[config.mk]
export PLATFORM = sky130hd
export DESIGN_NAME = ex_muldiv
export DESIGN_NICKNAME = d
export VERILOG_FILES = /design/src/rtl/ex_muldiv.sv
export SDC_FILE = /design/constraint.sdc
export NUM_CORES = 1
export LEC_CHECK = 0
export CAP_MARGIN = 30
export CORE_MARGIN = 2
export CORE_UTILIZATION = 52
export CTS_CLUSTER_DIAMETER = 120
export DETAILED_ROUTE_END_ITERATION = 8
export DONT_BUFFER_PORTS = 1
export GPL_TIMING_DRIVEN = 0
export PLACE_DENSITY_LB_ADDON = 0.05
export SYNTH_ARGS = -nofsm -noshare
export SYNTH_HDL_FRONTEND = slang
export SYNTH_SLANG_ARGS = --single-unit
[constraint.sdc]
create_clock -name clk_i -period 18 [get_ports clk_i]
set_input_delay 3.6 -clock clk_i [delete_from_list [all_inputs] [get_ports clk_i]]
set_output_delay 3.6 -clock clk_i [all_outputs]
set_load 0.03 [all_outputs]
[src/rtl/ex_muldiv.sv]
// ex_muldiv: iterative RV32M multiply/divide unit in the EX stage.
// Latency: 1 capture cycle + ITER shift cycles, then done_o (special divides: 1 cycle, then done_o).
// Backpressure: stall_i is honoured in IDLE (no capture) and DONE (result held); BUSY ignores it.
//
// Ports:
//   clk_i, rst_i             clock, asynchronous active-low reset
//   ALUOp_i/funct3_i/funct7_i  decode fields from ID/EX
//   RS1data_i, RS2data_i     forwarded operands
//   stall_i                  memory stall, pipeline frozen this cycle
//   stall_o                  multi-cycle stall request into the hazard network
//   result_o, done_o         registered result and its one-shot valid
module ex_muldiv #(
   parameter int XLEN = 32,
   parameter int ITER = 32
) (
   input  logic            clk_i,
   input  logic            rst_i,
   input  logic [1:0]      ALUOp_i,
   input  logic [2:0]      funct3_i,
   input  logic [6:0]      funct7_i,
   input  logic [XLEN-1:0] RS1data_i,
   input  logic [XLEN-1:0] RS2data_i,
   input  logic            stall_i,
   output logic            stall_o,
   output logic [XLEN-1:0] result_o,
   output logic            done_o
);

   localparam int W2 = 2 * XLEN;
   localparam logic [XLEN-1:0] INT_MIN = {1'b1, {(XLEN-1){1'b0}}};

   typedef enum logic [1:0] {S_IDLE, S_BUSY, S_DONE} state_t;

   state_t state_q, state_d;

   logic [2:0]      op_q;
   logic            neg_q;      // negate product / quotient
   logic            neg_r_q;    // negate remainder (sign of dividend)
   logic [XLEN-1:0] mcand_q;    // multiplicand or divisor magnitude
   logic [W2-1:0]   acc_q;      // product accumulator or remainder:quotient
   logic [31:0]     cnt_q;

   // Decode of the instruction currently sitting in ID/EX
   logic is_m;
   assign is_m = (ALUOp_i == 2'b10) && (funct7_i == 7'b0000001);

   logic            is_div, sgn1, sgn2, s1, s2, div_zero, div_ovf, special;
   logic [XLEN-1:0] mag1, mag2, special_res;

   always_comb begin
      is_div   = funct3_i[2];
      // rs1 is signed for MUL/MULH/MULHSU/DIV/REM, rs2 for MUL/MULH/DIV/REM.
      // MUL is treated as signed: the low half of the product is unaffected.
      sgn1     = ~funct3_i[0] | (funct3_i == 3'b001);
      sgn2     = (funct3_i == 3'b000) || (funct3_i == 3'b001) ||
                 (funct3_i == 3'b100) || (funct3_i == 3'b110);
      s1       = sgn1 & RS1data_i[XLEN-1];
      s2       = sgn2 & RS2data_i[XLEN-1];
      mag1     = s1 ? (~RS1data_i + 1'b1) : RS1data_i;
      mag2     = s2 ? (~RS2data_i + 1'b1) : RS2data_i;
      div_zero = is_div && (RS2data_i == '0);
      div_ovf  = is_div && ~funct3_i[0] && (RS1data_i == INT_MIN) && (RS2data_i == '1);
      special  = div_zero | div_ovf;
      special_res = '0;
      if (div_zero)
         special_res = funct3_i[1] ? RS1data_i : '1;
      else if (div_ovf)
         special_res = funct3_i[1] ? '0 : INT_MIN;
   end

   // One iteration of either algorithm, plus the final sign-corrected result
   logic [XLEN:0]   mul_sum, div_trial;
   logic [W2-1:0]   mul_nxt, div_nxt, step_nxt, prod_fix;
   logic [XLEN-1:0] q_fix, r_fix, final_res;
   logic            last;

   always_comb begin
      // Shift-add: conditionally add multiplicand into the high half, shift right.
      mul_sum   = {1'b0, acc_q[W2-1:XLEN]} + (acc_q[0] ? {1'b0, mcand_q} : '0);
      mul_nxt   = {mul_sum, acc_q[XLEN-1:1]};
      // Restoring: trial-subtract the divisor from the shifted remainder.
      // A negative trial implies the shifted remainder fits in XLEN bits.
      div_trial = acc_q[W2-1:XLEN-1] - {1'b0, mcand_q};
      div_nxt   = div_trial[XLEN] ? {acc_q[W2-2:0], 1'b0}
                                  : {div_trial[XLEN-1:0], acc_q[XLEN-2:0], 1'b1};
      step_nxt  = op_q[2] ? div_nxt : mul_nxt;

      prod_fix  = neg_q   ? (~step_nxt + 1'b1) : step_nxt;
      q_fix     = neg_q   ? (~step_nxt[XLEN-1:0] + 1'b1) : step_nxt[XLEN-1:0];
      r_fix     = neg_r_q ? (~step_nxt[W2-1:XLEN] + 1'b1) : step_nxt[W2-1:XLEN];

      case (op_q)
         3'b000:                 final_res = prod_fix[XLEN-1:0];
         3'b001, 3'b010, 3'b011: final_res = prod_fix[W2-1:XLEN];
         3'b100, 3'b101:         final_res = q_fix;
         default:                final_res = r_fix;
      endcase

      last = (cnt_q == 32'(ITER - 1));
   end

   // FSM
   always_ff @(posedge clk_i or negedge rst_i) begin
      if (!rst_i) state_q <= S_IDLE;
      else        state_q <= state_d;
   end

   always_comb begin
      state_d = state_q;
      case (state_q)
         S_IDLE: if (is_m && !stall_i) state_d = special ? S_DONE : S_BUSY;
         S_BUSY: if (last)             state_d = S_DONE;
         S_DONE: if (!stall_i)         state_d = S_IDLE;
         default:                      state_d = S_IDLE;
      endcase
   end

   // Datapath
   always_ff @(posedge clk_i or negedge rst_i) begin
      if (!rst_i) begin
         op_q     <= '0;
         neg_q    <= 1'b0;
         neg_r_q  <= 1'b0;
         mcand_q  <= '0;
         acc_q    <= '0;
         cnt_q    <= '0;
         result_o <= '0;
      end else begin
         case (state_q)
            S_IDLE: begin
               if (is_m && !stall_i) begin
                  op_q    <= funct3_i;
                  neg_q   <= s1 ^ s2;
                  neg_r_q <= s1;
                  // Multiplication commutes, so one layout serves both:
                  // rs1 magnitude in the low half, rs2 magnitude aside.
                  acc_q   <= {{XLEN{1'b0}}, mag1};
                  mcand_q <= mag2;
                  cnt_q   <= '0;
                  if (special) result_o <= special_res;
               end
            end
            S_BUSY: begin
               acc_q <= step_nxt;
               cnt_q <= cnt_q + 32'd1;
               if (last) result_o <= final_res;
            end
            default: ;
         endcase
      end
   end

   // Gated with rst_i so the request drops immediately on reset even while
   // an M instruction is still presented.
   assign stall_o = rst_i & is_m & (state_q != S_DONE);
   assign done_o  = (state_q == S_DONE);

endmodule

# After elaboration in Yosys (flattened, before gate mapping)
# Index checks and enable logic that the tools add are counted.
[op_classes] addsub=8 mul=0 div=0 n_lt_le_gt_ge=0 n_eq_ne=20 n_shift=0 n_mux=26 bitwise=13 reduce_logical=21
[op_table] cell="$mux W32" count=13
[op_table] cell="$mux W64" count=4
[op_table] cell="$add A32 B1 Y32 const B" count=5
[op_table] cell="$not A32 Y32" count=4
[op_table] cell="$pmux W32 S2" count=2
[op_table] cell="$pmux W64 S2" count=1
[op_table] cell="$pmux W32 S3" count=1
[op_table] cell="$add A64 B1 Y64 const B" count=1
[op_table] cell="$eq A32 B32 Y1 const B" count=2
[op_table] cell="$not A64 Y64" count=1
[op_table] cell="$add A32 B32 Y33" count=1
[op_table] cell="$sub A33 B32 Y33" count=1
[op_table] cell="$eq A32 B5 Y1 const B" count=1
[op_table] cell="$logic_not A32 Y1" count=1
[op_table] cell="$eq A3 B3 Y1 const B" count=4
[op_table] cell="$ne A2 B2 Y1 const B" count=5
[op_table] cell="$mux W2" count=4
[op_table] cell="$eq A7 B1 Y1 const B" count=1
[op_table] cell="$eq A3 B1 Y1 const B" count=2
[op_table] cell="$eq A3 B2 Y1 const B" count=2
[op_table] cell="$logic_and A1 B1 Y1" count=6
[op_table] cell="$logic_not A3 Y1" count=2
[op_table] cell="$pmux W2 S3" count=1
[op_table] cell="$and A1 B1 Y1" count=4
[op_table] cell="other kinds (14)" count=19
[word_totals] ff_bits=167 latchBits=0 ramBits=0 mem_bits_ro=0 in_bits=79 out_inout_bits=34 word_cells=96 n_memories=0

# Logic depth before layout (Yosys ltp)
# Gate-level depths: netlist of run 1.
[logic_depth] ltp_word=9 mapped_depth=26 depth_no_buf=23

# Worst setup path before layout of run 1
# Ideal clock, no wire load.
[synth_path] path_kind="input to output" from="input funct7_i[2]" to="output stall_o" arrival_time_ns=4.764 required_ns=14.400 setup_slack_ns=9.636 cell_stages=3 n_path_buf=0 cell_sequence="nor4_1 > nand4b_1 > nor3b_1"
[synth_between] elab_chain_len=4
[synth_rtl] element="start: declaration" line_no="20" rtl="input logic [6:0] funct7_i,"
[synth_rtl] element="$eq A7 B1 Y1" line_no="45" rtl="assign is_m = (ALUOp_i == 2'b10) && (funct7_i == 7'b0000001);"
[synth_rtl] element="$logic_and A1 B1 Y1" line_no="45"
[synth_rtl] element="$and A1 B1 Y1 (2 in series)" line_no="155" rtl="assign stall_o = rst_i & is_m & (state_q != S_DONE);"
[synth_rtl] element="end: declaration" line_no="24" rtl="output logic stall_o,"
# No other way between the ends.

# Worst setup path in the final report of run 1
[layout_path] from="register op_q[2]" to="register result_o[26]"
[layout_between] elab_chain_len=7 elab_cells_between_ends=21 classes_between="add/sub (3); eq/ne (5); mux (7); bitwise (3); reduce/logical (3)"
[layout_rtl] element="start: declaration" line_no="36" rtl="logic [2:0] op_q;"
[layout_rtl] element="start signal: assignment" line_no="132" rtl="op_q <= funct3_i;"
[layout_rtl] element="$mux W64" line_no="86" rtl="step_nxt = op_q[2] ? div_nxt : mul_nxt;"
[layout_rtl] element="$not A64 Y64, or another cell as far along" line_no="88" rtl="prod_fix = neg_q ? (~step_nxt + 1'b1) : step_nxt;"
[layout_rtl] element="$add A64 B1 Y64, or another cell as far along" line_no="88"
[layout_rtl] element="$mux W64, or another cell as far along" line_no="88"
[layout_rtl] element="$pmux W32 S3 (*)" line_no="92" rtl="case (op_q)"
[layout_rtl] element="$mux W32 (*)" line_no="146" rtl="if (last) result_o <= final_res;"
[layout_rtl] element="$pmux W32 S2 (*)" line_no="129" rtl="case (state_q)"
[layout_rtl] element="end signal: assignment" line_no="140" rtl="if (special) result_o <= special_res;"
[layout_rtl] element="end signal: assignment" line_no="146"
[layout_rtl] element="end: declaration" line_no="25" rtl="output logic [XLEN-1:0] result_o,"
# Every way passes the cells marked *; elsewhere a longest branch is shown, timed or not. The select of a mux whose other input is x is not followed.
# A chain may end at the register's enable or synchronous reset.

==> results.ini, run 1 <==
[sta]
timing_hold_violations_final=0
fmax_mhz=103
relSlewSlack_pct=32.8
setup_violations=0
slew_violations=0
worst_slew_pin_slew_ps=1010
fin_ws_ps=8260
rsz0062_at_grt=false
fin_tns_setup_ps=0
fin_crit_ps=9740
fin_skew_ps=18.9
post-route-period-util_pct=54.1

[route]
viasPerCell=6.84
num_vias=18100
ant_nets=0
routed_wl_um=68300
initialDrtViolationCount=2503
firstDrtPassIters=8
wl_per_cell_um=25.9
drc_errors=0

[global_routing]
antenna_found_initial=3
gr-total-overflow=0
grt_usage_pct=40.8
grt_max_degree=169
grt_pass1_vias=16900
grt_first_pass_wirelength_um=102000

[floorplan]
fp.dieW_um=183
coreArea_um2=31500
rows=65
io_pins=113
chipHeight_um=183
start_util_pct=52.7
fp.dieArea_um2=33300

[logic_synthesis]
avgSynthCellArea_um2=7.53
synth_edf_count=0
seq_area_frac_synth_pct=25.2
syn_area_um2=16600
synth_top_area_cell=dfrtp_1
synthesis.nets=2351
synthTopCellsByArea=dfrtp_1 (25%), o21ai_0 (7.2%), nand2_1 (5.5%)
synth_cells=2200
synth_top_area_share_pct=25.2
ys.flop_type=dfrtp_1
synthArstFlopShare_pct=100
ys_types=81
ys_seq_elements=167
synth.most_common_cell=nand2_1
ys_warn_count=0
synth_common_cells=nand2_1 (241), o21ai_0 (239), dfrtp_1 (167)

[placement]
portBuffers=0
routabilityCongestion=1.03
post-place-ws_ps=8740
dpl.hpwl_um=54600

[clocking]
clk_pin_slew_ps=70
cts_resized=0
cts_max_level=4
cts_made_buffers=17
ctsHoldBuffers=0
cts_tree=done
clock_latency_ps=470
post-cts-setup-buffers=0
cts.sinks=167
clk_path_buf_depth=2
cts-root-buf=clkbuf_16

[setup_path]
cp-end-kind=flip-flop
crit_type=reg -> reg
reg2reg_from=op_q[2]
reg2reg_setup_slack_ps=8260
crit_required_ps=18390
start_kind=flip-flop
worstPathArrival_ps=10130
startpoint=op_q[2]
crit_fanout=10

[layout]
regArea_um2=4180
drive_above_1_share_pct=4.33
finalCoreUtilization_pct=56.3
nNetsFinal=2377
num_antenna_cells=0
area_growth_pct=6.99
multi_input_area_um2=11600
num-fill-cells=3083

[outcome]
status=complete, no violations

[power]
power_leakage_nw=7.11
worst_ir_drop_vdd_mv=0.138
power_mw=3.12
p_per_area_nw_per_um2=176

[hold_path]
hp-start=cnt_q[31]
hold_path_class=reg -> reg

[flow_run]
drv_cap=0

final cells by class:
type,instances,area share (%)
plain buffers,125,2.75
multi-input cells,1834,65.6
clock inverters,13,0.896
well taps,402,2.84
flip-flops and latches,167,23.6
clock buffers,19,2.55
inverters,74,1.57
repair buffers,7,0.212
path summary, 6_finish.rpt:
path	endpoint	cells past startpoint
setup / recovery	result_o[26]	23
hold / removal	cnt_q[31]	1
setup reg to reg	result_o[26]	23
hold reg to reg	cnt_q[31]	1
max in group asynchronous	cnt_q[26]	0
min in group asynchronous	acc_q[59]	0
layout by cell type (no fill, tap or decap), types with 60 or more instances in the layout:
cell and n:
a21oi_1 149, clkbuf_1 99, dfrtp_1 167, ha_1 70, inv_1 73, nand2_1 241, nand3_1 88, nor2_1 152
nor3_1 60, o21ai_0 239, xnor2_1 96, xor2_1 91
state kept, by name, indices dropped and copies added, names as in the netlist:
name and flops:
state_q 2, result_o 32, cnt_q 32, neg_q 1, op_q 3, mcand_q 32, neg_r_q 1, acc_q 64
kinds of logic (layout without fill, tap and decap cells):
logic type,count (synthesis),count (layout),synth area share (%)
fa+ha+maj,72,72,5.53
flops,167,167,25.2
mux,57,57,3.60
compound gates,704,704,26.8
buf+inv,199,238,4.62
simple gates,814,814,24.4
xor+xnor,187,187,9.88
worst max-delay path: stages (launching register included):
cell	delay [ps]
dfrtp_1	450
buf_6	180
clkbuf_1	560
buf_2	390
clkbuf_1	570
buf_2	390
buf_1	450
clkbuf_1	530
buf_1	710
buf_1	560
mux2i_1	380
ha_1	210
o21ai_0	320
or3_1	530
or2_2	370
or4_1	470
or2_2	290
clkbuf_1	280
or4b_1	670
nor4b_1	520
mux2_2	400
nand2_1	60
o211ai_1	130
a21oi_1	190
where the power goes:
part	internal [mW]	switching, mW	leakage [nW]	total (mW)
clock network	0.217	0.179	0.301	0.395
logic	0.722	1.39	4.84	2.11
registers	0.462	0.151	1.97	0.612
total	1.40	1.72	7.11	3.12
metal layers:
| metal | up-vias | track usage, % | wire length (um) |
|---|---|---|---|
| li1 | 8169 | - | - |
| met1 | 8651 | 55.4 | 28200 |
| met2 | 1039 | 60.9 | 28800 |
| met3 | 187 | 11.5 | 8290 |
| met4 | 8 | 15.9 | 2790 |
| met5 | - | 3.11 | 171 |
stage by stage:
step / hold slack [ps] / cells / cell area, um^2
global route: 520 / 2641 / 17700
CTS: 501 / 2640 / 17700
global placement: 486 / 2602 / 17100
detailed placement: 491 / 2608 / 17100
finish: 503 / 2641 / 17700
floorplan: 456 / 2200 / 16600
Power figures use the tool's default switching activity.
==> inputs of run 2 (changes only) <==
clock period = 9.7 ns   (was 18 ns; I/O delays follow)
==> run 2 against run 1 <==
Die area unchanged. Cell area is essentially flat. Critical endpoint unchanged. First-iteration DRC count down 2.1%. Sequential power increased by 86%. Setup slack worse by 8200 ps. Highest routed layer unchanged. Flip-flop and latch count unchanged. Critical path depth unchanged. Final cell count stayed put. Via count is 0.19% higher. Largest power group unchanged.
==> results.ini, run 2 (synthesized netlist as in run 1, its figures left out) <==
[sta]
fin_crit_ps=9600
fmax_mhz=104
relSlewSlack_pct=33.4
fin_skew_ps=19.4
rsz0062_at_grt=false
slew_violations=0
worst_slew_pin_slew_ps=998
fin_tns_setup_ps=0
post-route-period-util_pct=99.0
timing_hold_violations_final=0
setup_violations=0

[route]
viasPerCell=6.85
routed_wl_um=68400
drc_errors=0
num_vias=18100
ant_nets=0
initialDrtViolationCount=2451
firstDrtPassIters=7
wl_per_cell_um=25.9

[clocking]
cts_max_level=4
cts_made_buffers=17
cts.sinks=167
clock_latency_ps=480
clk_pin_slew_ps=70
cts_tree=done
clk_path_buf_depth=2
post-cts-setup-buffers=0
cts-root-buf=clkbuf_16

[setup_path]
crit_chain=buf_6 > clkbuf_1 > buf_2 > clkbuf_1 > buf_2 > buf_1 > clkbuf_1 > clkbuf_2 > buf_1 > mux2i_1 > ha_1 > o21ai_0 > or3_1 > or2_2 > or4_1 > or2_2 > clkbuf_1 > or4b_1 > nor4b_1 > mux2_2 > nand2_1 > o211ai_1 > a21oi_1
crit_fanout=10
start_kind=flip-flop
crit_required_ps=10090
cpPeakStageDelay_ps=680
crit_type=reg -> reg
cpMaxStageDelayCell=or4b_1
critPathBufInv=10
worstPathArrival_ps=9990
path_delay_family=buffers and inverters
cpMostUsedCell=clkbuf_1
cp-end-kind=flip-flop

[layout]
layout_commonest_cell=nand2_1
layout_common_cells=nand2_1 (241), o21ai_0 (239), dfrtp_1 (167)
post_layout_nonfiller_instances=2641
num_antenna_cells=0
area_growth_pct=7.00
drive_above_1_share_pct=4.38
regMostFlops=acc_q
largest_register_ffs=64
nNetsFinal=2377

[power]
swShare_pct=55.2
combPwrFrac_pct=67.7
p_switching_mw=3.20
internal-power_mw=2.60
power_leakage_nw=7.11
p_seq_share_pct=19.6
worst_ir_drop_vdd_mv=0.258
p_per_area_nw_per_um2=327
pwr-share-clk_pct=12.6

[floorplan]
coreArea_um2=31500
io_pins=113
start_util_pct=52.7
fp.dieArea_um2=33300
chipHeight_um=183
rows=65
fp.dieW_um=183

[placement]
placedCellCount=2608
routabilityCongestion=1.03
dpl.hpwl_um=54600
portBuffers=0

[global_routing]
grt_first_pass_wirelength_um=102000
grt_usage_pct=40.8
gr-total-overflow=0
grt_pass1_vias=16900
antenna_found_initial=3
grt_max_degree=169

[flow_run]
drv_cap=0

[outcome]
status=complete, no violations

[hold_path]
hold_path_class=reg -> reg

==> run 2: per-stage QoR <==
stage	setup WS [ps]	hold slack, ps	power (mW)	cell area, um^2	util [%]
after floorplan	3170	456	3.68	16600	-
after global placement	368	486	4.82	17100	54.3
after detailed placement	438	491	4.89	17100	54.4
after CTS	401	501	5.63	17700	56.3
after global routing	44.8	520	6.09	17700	56.3
final	101	502	5.80	17700	56.3
==> run 2: layout make-up <==
class | count | area, um^2
Inverter | 74 | 278
Buffer | 125 | 489
Tap cell | 402 | 503
Clock inverter | 13 | 159
Timing Repair Buffer | 7 | 37.5
Sequential cell | 167 | 4180
Fill cell | 3083 | 13700
Multi-Input combinational cell | 1834 | 11600
Clock buffer | 19 | 453
==> run 2: repair_timing <==
action,CTS,global route
gates resized for setup,0,1
setup endpoints to repair,0,2
hold buffers,0,0
==> run 2: worst register-to-register path: cells and delay by family (launching register included) <==
family / cells / cell delay, ps
AO/OA/AOI/OAI: 3 / 680
flip-flops: 1 / 440
multiplexers: 2 / 830
AND/OR/NAND/NOR: 7 / 2950
adder cells (fa/ha/maj): 1 / 220
buffers and inverters: 10 / 4410
==> run 2: power by group through the flow <==
stage               registers [mW]  logic, mW  clock network [mW]
floorplan                     1.01       2.67                   0
global placement              1.13       3.69                   0
detailed placement            1.13       3.75                   0
CTS                           1.12       3.78               0.731
global route                  1.15       4.18               0.757
finish                        1.14       3.93               0.733
==> run 2: routing by layer <==
layer | vias up | GRT usage [%] | part of all wire (%)
li1 | 8174 | - | -
met1 | 8633 | 55.4 | 41
met3 | 201 | 11.5 | 12
met2 | 1073 | 60.9 | 42
met5 | - | 3.11 | 0.25
met4 | 8 | 15.9 | 4.2
==> run 2: worst paths after layout <==
check,slack [ps],depth (start not counted),from,end
max in group asynchronous,8040,0,rst_i,cnt_q[26]
min,500,1,cnt_q[31],cnt_q[31]
min reg2reg,500,1,cnt_q[31],cnt_q[31]
min in group asynchronous,1200,0,rst_i,acc_q[59]
max,100,23,op_q[2],result_o[26]
max reg2reg,100,23,op_q[2],result_o[26]
==> inputs of run 3 (changes only) <==
CAP_MARGIN = 0   (was 30)
PLACE_DENSITY = 0.67   (was default)
PLACE_DENSITY_LB_ADDON = default   (was 0.05)
==> run 3 against run 2 <==
Setup slack gained 350 ps. Largest power group unchanged. Utilization shrank 0.17 points. Critical path type unchanged. Register-to-register slack gained 350 ps. Sequential power is essentially flat. Die area is the same.
==> results.ini, run 3 (synthesized netlist as in run 1, its figures left out) <==
[outcome]
status=complete, no violations

[clocking]
cts.sinks=167
clock_latency_ps=470
cts_made_buffers=17
post-cts-setup-buffers=0
clk_pin_slew_ps=70
cts-root-buf=clkbuf_16
clk_path_buf_depth=2
ctsHoldBuffers=0
cts_max_level=4
cts_resized=0
cts_tree=done

[sta]
fin_skew_ps=18.1
fmax_mhz=108
relSlewSlack_pct=10.2
slew_violations=0
post-route-period-util_pct=95.4
fin_tns_setup_ps=0
setup_violations=0
rsz0062_at_grt=false
worst_slew_pin_slew_ps=1340
fin_crit_ps=9250
timing_hold_violations_final=0

[global_routing]
grt_pass1_vias=16800
gr-total-overflow=0
antenna_found_initial=2
grt_usage_pct=41.4
grt_first_pass_wirelength_um=104000
grt_max_degree=169

[route]
ant_nets=0
viasPerCell=6.78
firstDrtPassIters=6
num_vias=17900
initialDrtViolationCount=2124
drc_errors=0
wl_per_cell_um=26.2
routed_wl_um=69100

[layout]
nNetsFinal=2371
drive_above_1_share_pct=4.12
area_growth_pct=6.67
regMostFlops=acc_q
post_layout_nonfiller_instances=2636
layout_common_cells=nand2_1 (241), o21ai_0 (239), dfrtp_1 (167)
stdcell_area_um2=17700
largest_register_ffs=64
layout_commonest_cell=nand2_1
finalCoreUtilization_pct=56.2

[setup_path]
critPathBufInv=9
start_kind=flip-flop
cp-end-kind=flip-flop
cpPeakStageDelay_ps=700
crit_chain=buf_6 > clkbuf_1 > buf_2 > buf_2 > buf_1 > clkbuf_1 > clkbuf_2 > buf_1 > mux2i_1 > ha_1 > o21ai_0 > or3_1 > or2_2 > or4_1 > or2_2 > clkbuf_1 > or4b_1 > nor4b_1 > mux2_2 > nand2_1 > o211ai_1 > a21oi_1
path_delay_family=buffers and inverters
worstPathArrival_ps=9630
cpMaxStageDelayCell=or4b_1
crit_fanout=19
cpMostUsedCell=clkbuf_1
crit_required_ps=10080
crit_type=reg -> reg

[floorplan]
fp.dieW_um=183
fp.dieArea_um2=33300
start_util_pct=52.7
io_pins=113
coreArea_um2=31500
chipHeight_um=183
rows=65

[placement]
place_area_um2=17100
placedCellCount=2604
dpl.hpwl_um=55500
portBuffers=0
routabilityCongestion=1.03

[hold_path]
hold_path_class=reg -> reg

[flow_run]
drv_cap=0

[power]
worst_ir_drop_vdd_mv=0.217
power_mw=5.73
p_per_area_nw_per_um2=324
power_leakage_nw=7.08

==> run 3: cell types whose count changed in the layout (fill, tap and decap cells not counted) <==
cell	previous run	this run
buf_2	14	8
clkinv_2	1	3
bufinv_16	2	1
clkbuf_8	2	1
clkdlybuf4s15_2	0	1
clkinvlp_4	1	0
diode_2	0	1
inv_6	5	4
inv_8	3	4
==> run 3: final timing paths <==
path                                start            to  slack [ps]  depth (start not counted)
min in group asynchronous           rst_i     acc_q[22]        1210                          0
worst min-delay path            cnt_q[31]     cnt_q[31]         500                          1
worst max register to register    op_q[2]  result_o[26]         450                         22
worst min register to register  cnt_q[31]     cnt_q[31]         500                          1
max in group asynchronous           rst_i    mcand_q[1]        8100                          0
worst max-delay path              op_q[2]  result_o[26]         450                         22
==> run 3: layout make-up <==
cell class	instances	area (um^2)
repair buffers	2	18.8
clock buffers	19	443
multi-input cells	1834	11600
plain buffers	124	485
clock inverters	13	134
diodes	1	2.50
inverters	74	278
flip-flops and latches	167	4180
well taps	402	503
fillers	3047	13800
==> run 3: stage by stage <==
step	worst slack (ps)	hold WS (ps)
after global routing	253	538
final	450	501
after global placement	180	483
after floorplan	3170	456
after CTS	247	499
after detailed placement	276	485
==> run 3: power by group <==
part	switching (mW)	leakage, nW	internal (mW)	total, mW
registers	0.275	1.97	0.857	1.13
logic	2.57	4.82	1.33	3.90
clock network	0.327	0.290	0.369	0.696
total	3.17	7.08	2.56	5.73
==> run 3: routing by layer <==
layer / global-route usage, % / part of all wire (%) / up-vias
met1: 55.5 / 41 / 8474
met3: 14.5 / 13 / 189
li1: - / - / 8152
met2: 60.7 / 42 / 1064
met4: 17.2 / 4.3 / 2
met5: 0 / 0.025 / -
==> run 3: worst reg2reg max path, delay by kind of cell, from the launching register on <==
kind                     cells  cell delay [ps]
AND/OR/NAND/NOR              7             3070
multiplexers                 2              790
flip-flops                   1              440
adder cells (fa/ha/maj)      1              220
AO/OA/AOI/OAI                3              630
buffers and inverters        9             4010
